<file path="config.mk">
export PLATFORM = sky130hd
export DESIGN_NAME = sc_datamem_io
export DESIGN_NICKNAME = d
export VERILOG_FILES = /design/src/rtl/sc_datamem_io.sv
export SDC_FILE = /design/constraint.sdc
export NUM_CORES = 1
export LEC_CHECK = 0
export CAP_MARGIN = 20
export CORE_MARGIN = 1
export CORE_UTILIZATION = 64
export CTS_CLUSTER_DIAMETER = 40
export DETAILED_ROUTE_END_ITERATION = 8
export PLACE_DENSITY = 0.84
export SYNTH_ARGS = -nofsm -noshare
export SYNTH_HDL_FRONTEND = slang
export SYNTH_SLANG_ARGS = --single-unit
</file>
<file path="constraint.sdc">
create_clock -name clock -period 7.9 [get_ports clock]
set_input_delay 1.58 -clock clock [delete_from_list [all_inputs] [get_ports clock]]
set_output_delay 1.58 -clock clock [all_outputs]
set_load 0.02 [all_outputs]
</file>
<file path="src/rtl/sc_datamem_io.sv">
// Data memory plus memory-mapped I/O for the sc_computer datapath: byte-enabled word RAM,
// registered output ports, synchronised input ports. Optional change IRQ: SC_DATAMEM_IO_CHANGE_IRQ_EN.
module sc_datamem_io #(
   parameter int MEM_AW = 5,
   parameter int N_OUT  = 3,
   parameter int N_IN   = 2
) (
   input  logic                 clock,
   input  logic                 resetn,
   input  logic [31:0]          addr,
   input  logic [31:0]          datain,
   input  logic                 we,
   input  logic [3:0]           be,
   input  logic                 re,
   output logic [31:0]          dataout,
   output logic                 rvalid,
   input  logic [N_IN*32-1:0]   in_port,
   output logic [N_OUT*32-1:0]  out_port,
   output logic                 irq
);

   localparam int IO_BIT = MEM_AW + 2;
   localparam int DEPTH  = 1 << MEM_AW;

   function automatic logic [31:0] byte_mask(input logic [3:0] be_i);
      logic [31:0] m;
      for (int b = 0; b < 4; b++) begin
         m[8*b +: 8] = {8{be_i[b]}};
      end
      return m;
   endfunction

   function automatic logic [31:0] merge_bytes(input logic [31:0] old_w,
                                               input logic [31:0] new_w,
                                               input logic [3:0]  be_i);
      logic [31:0] m;
      m = byte_mask(be_i);
      return (old_w & ~m) | (new_w & m);
   endfunction

   logic [31:0]          mem [DEPTH];
   logic                 io_sel_s;
   logic [MEM_AW-1:0]    ram_idx_s;
   logic [4:0]           off_s;
   logic [31:0]          rdata_s;
   logic                 unused_s;

   logic [31:0]          dataout_q, dataout_d;
   logic                 rvalid_q, rvalid_d;
   logic [N_OUT*32-1:0]  out_q, out_d;
   logic [N_IN*32-1:0]   sync1_q, sync2_q;

`ifdef SC_DATAMEM_IO_CHANGE_IRQ_EN
   logic [N_IN*32-1:0]   sync3_q;
   logic [N_IN-1:0]      status_q, status_d, chg_s, clr_s;
   logic                 irq_q, irq_d;
   logic [31:0]          clr_word_s;
`endif

   // Address decode; bits above IO_BIT and the byte offset are deliberately ignored.
   always_comb begin
      io_sel_s  = addr[IO_BIT];
      ram_idx_s = addr[MEM_AW+1:2];
      off_s     = addr[6:2];
   end

   assign unused_s = ^{addr[31:IO_BIT+1], addr[1:0]};

   // Read mux: every source is the pre-edge value, giving read-before-write.
   always_comb begin
      rdata_s = 32'd0;
      if (!io_sel_s) begin
         rdata_s = mem[ram_idx_s];
      end else begin
         for (int k = 0; k < N_OUT; k++) begin
            if (off_s == 5'(k)) rdata_s = out_q[32*k +: 32];
         end
         for (int k = 0; k < N_IN; k++) begin
            if (off_s == 5'(16 + k)) rdata_s = sync2_q[32*k +: 32];
         end
`ifdef SC_DATAMEM_IO_CHANGE_IRQ_EN
         if (off_s == 5'd31) rdata_s = {{(32-N_IN){1'b0}}, status_q};
`endif
      end
   end

   // Next-state for load result and output port registers.
   always_comb begin
      rvalid_d  = re;
      dataout_d = re ? rdata_s : dataout_q;
      out_d     = out_q;
      for (int k = 0; k < N_OUT; k++) begin
         if (we && io_sel_s && (off_s == 5'(k))) begin
            out_d[32*k +: 32] = merge_bytes(out_q[32*k +: 32], datain, be);
         end
      end
   end

   // Registered load path, output ports and input synchronisers.
   always_ff @(posedge clock) begin
      if (!resetn) begin
         dataout_q <= 32'd0;
         rvalid_q  <= 1'b0;
         out_q     <= '0;
         sync1_q   <= '0;
         sync2_q   <= '0;
      end else begin
         dataout_q <= dataout_d;
         rvalid_q  <= rvalid_d;
         out_q     <= out_d;
         sync1_q   <= in_port;
         sync2_q   <= sync1_q;
      end
   end

   // RAM storage is not reset; a store during reset is dropped.
   always_ff @(posedge clock) begin
      if (resetn && we && !io_sel_s) begin
         mem[ram_idx_s] <= merge_bytes(mem[ram_idx_s], datain, be);
      end
   end

`ifdef SC_DATAMEM_IO_CHANGE_IRQ_EN
   // Change detect and write-1-to-clear STATUS; a new event wins over a clear.
   always_comb begin
      clr_word_s = datain & byte_mask(be);
      for (int k = 0; k < N_IN; k++) begin
         chg_s[k] = |(sync2_q[32*k +: 32] ^ sync3_q[32*k +: 32]);
      end
      if (we && io_sel_s && (off_s == 5'd31)) begin
         clr_s = clr_word_s[N_IN-1:0];
      end else begin
         clr_s = '0;
      end
      status_d = (status_q & ~clr_s) | chg_s;
      irq_d    = |status_q;
   end

   // Edge-detect stage, STATUS and interrupt registers.
   always_ff @(posedge clock) begin
      if (!resetn) begin
         sync3_q  <= '0;
         status_q <= '0;
         irq_q    <= 1'b0;
      end else begin
         sync3_q  <= sync2_q;
         status_q <= status_d;
         irq_q    <= irq_d;
      end
   end

   assign irq = irq_q;
`else
   assign irq = 1'b0;
`endif

   assign dataout  = dataout_q;
   assign rvalid   = rvalid_q;
   assign out_port = out_q;

endmodule

</file>
==> summary.txt <==
Power
  – Part of the power in combinational logic: 5.6%
  – Overall power: 14700 uW
  – Pleak: 0.0199 uW
  – Clock power frac: 43.4%
  – Internal power: 11400 uW
  – Flop pwr share: 51.0%
  – Psw: 3280 uW
  – Switching portion of total power: 22.3%
  – PwrDens: 256 nW/um2
  – IR Drop Worst-Case VDD: 0.221 mV

Synthesis
  – Count leader, synth: edfxtp_1
  – Ranking of synthesized cells by area: edfxtp_1 (63%), mux2i_1 (11%), dfxtp_1 (10%)
  – Synth Cell Area: 49200 um2
  – Mapped Cells: 3155
  – Synthesized Nets: 3291
  – Synth top area share: 62.5%
  – Post-synth top flop: edfxtp_1
  – Post-synthesis register bit count: 1281
  – Area leader, netlist: edfxtp_1
  – Count of different cell masters after synthesis: 49
  – EDFF count, synth: 1024
  – FFs w/ async S/R, synth: 0%
  – YS warnings: 0
  – Synth top cells by count: edfxtp_1 (1024), mux2i_1 (536), dfxtp_1 (257), o22ai_1 (256), nand2_1 (156)
  – Register area share after synthesis: 73.0%
  – Syn Area/Cell: 15.6 um2

Floorplan
  – Top Ports: 266
  – Die area: 78000 um2
  – Die Span Y: 279 um
  – Die width: 279 um
  – Core area: 75900 um2
  – Placement Rows: 101
  – Initial Utilization: 64.8%

Clock network
  – Root Buffer: clkbuf_16
  – Max clock buf depth: 3
  – Worst-path clk slew: 0.06 ns
  – Worst skew pair latency: 0.74 ns
  – CTS tree: built
  – Setup repair bufs after CTS: 0
  – Post-CTS sizing: 0
  – CTS Hold Bufs: 0
  – Sink Count: 1281
  – Num CTS Buffers: 138
  – H-tree depth: 4

STA
  – Worst-margin pin slew: 1.17 ns
  – Sum Neg Setup Slack: 0 ns
  – Fmax achieved: 196 MHz
  – Unrepaired setup endpoints after global routing: no
  – Worst Slack Setup Final: 2.80 ns
  – Final Hold Fails: 0
  – Clock period minus final worst setup slack: 5.10 ns
  – Rel. slew slack: 21.6%
  – Final Setup Violations: 0
  – Worst Skew: 0.0266 ns
  – Max-slew violation count: 0
  – Fin crit share: 64.5%

Final layout
  – Non-Filler Instances: 4540
  – Share of cells above drive strength 1: 10.9%
  – Final-layout fill cell count: 4128
  – Multi-input gate area: 12600 um2
  – Area Overhead vs Synth: 16.6%
  – Storage element area: 35900 um2
  – Final nets: 3534

Route
  – Met3 Routed Length: 18200 um
  – Initial DRC count: 4691
  – Detailed-router iteration count before antenna repair: 5
  – DR DRC count: 0
  – Antenna viol nets, final: 0
  – Wl on met1: 49100 um
  – WL final: 144000 um
  – Met2 wire len: 67200 um
  – DR top layer: met4
  – Avg WL per Cell: 31.7 um
  – Total number of vias: 31228
  – Vias/cell: 6.88

Setup path
  – CP Max Fanout: 125
  – Crit. End Element: flop
  – CP required: 8.27 ns
  – Setup CP Type: in2reg
  – CP arrival: 5.47 ns
  – CP Launch Type: input pin

GRT
  – GRT Util Overall: 36.9%
  – First-pass GRT wire length: 204000 um
  – Initial antenna violation count: 2
  – Largest net degree at the start of global routing: 130
  – Number of global-route vias before repair: 30770
  – Total gr overflow: 0

Hold path
  – Hold Path Class: reg2reg

Place
  – Post-place setup slack: 2.37 ns
  – DP Cell Count: 4284
  – Gp weighted congestion: 0.934
  – Port Buf Inserts: 238
  – Hpwl dp: 81100 um

Flow run
  – MaxCap Viol Count: 0

Run status
  – Outcome: completed
==> sequential cells by signal, indices dropped and copies added (netlist names), named ones only <==
name and cells:
sync1_q 64, sync2_q 64, dataout 32, mem 1024, rvalid 1
==> worst paths after layout <==
path	slack, ns	startpoint	to	depth (start not counted)
max	2.80	addr[3]	mem[14][16]	8
min	0.43	sync1_q[46]	sync2_q[46]	1
max reg2reg	5.38	mem[31][1]	mem[30][1]	5
min reg2reg	0.43	sync1_q[46]	sync2_q[46]	1
==> layout by cell type, fill, tap and decap left out, types with 5 or more instances in the layout <==
master / count
mux2i_1: 536
a21boi_0: 87
mux2_2: 32
nor2_1: 11
dfxtp_1: 257
clkinv_4: 6
bufinv_16: 9
o22ai_1: 256
nand2_1: 156
o21a_1: 16
buf_4: 79
a221o_1: 16
nor3_1: 8
nor2b_1: 18
clkinv_2: 19
clkbuf_16: 142
clkinvlp_4: 5
clkdlybuf4s50_1: 234
a21oi_1: 16
a21boi_1: 9
nor2_4: 28
o2111ai_1: 8
inv_6: 11
o21ai_0: 56
edfxtp_1: 1024
a2bb2oi_1: 8
clkinv_8: 9
a22o_1: 16
and2_1: 129
clkbuf_1: 24
a221oi_1: 16
o2bb2ai_1: 24
nand3_1: 98
clkinv_1: 16
or3_1: 9
nor4_1: 64
nor3_2: 5
==> cell families (layout without fill, tap and decap cells) <==
logic type / count (synthesis) / count (layout) / synth area share [%]
flip-flops: 1281 / 1281 / 73.0
multiplexers: 568 / 568 / 11.6
AND/OR/NAND/NOR: 557 / 557 / 6.05
AO/OA/AOI/OAI: 528 / 528 / 7.31
buffers and inverters: 220 / 574 / 2.03
other: 1 / 2 / 0.00762
==> layout make-up <==
cell class | instances | share of cell area (%)
timing repair buffer | 322 | 5.36
tap | 1030 | 2.25
multi-input combinational | 1654 | 21.9
inverter | 1 | 0.00655
clock inverter | 81 | 1.45
clock buffer | 170 | 6.44
antenna | 1 | 0.00436
sequential | 1281 | 62.6
==> metal layers <==
metal | vias to the layer above | track usage (%)
met5 | - | 0
met4 | 0 | 22.9
met3 | 530 | 8.29
met2 | 2498 | 57.2
met1 | 15423 | 47.5
li1 | 12777 | -
==> worst max-delay path: stages <==
cell and delay, ns:
buf_8 0.57, buf_12 0.63, buf_4 0.74, mux2i_1 0.27
o22ai_1 0.13, nor4_1 0.47, nand2_1 0.18, mux2_2 0.53
==> metrics by stage <==
stage                     hold slack, ns  instance area, um2  utilization (%)
after floorplan                    0.412               49200                -
after global placement             0.416               52700             69.4
after detailed placement           0.417               52800             69.5
after CTS                          0.426               57300             75.4
after global routing               0.441               57300             75.5
final                              0.431               57300             75.5
==> power groups by stage <==
stage	clock network, uW	registers (uW)	logic, uW
detailed placement	0	7620	794
CTS	6370	7480	807
floorplan	0	7630	459
finish	6370	7480	826
global route	6630	7480	853
global placement	0	7620	761
No activity file was read; power rests on OpenSTA's default activity.
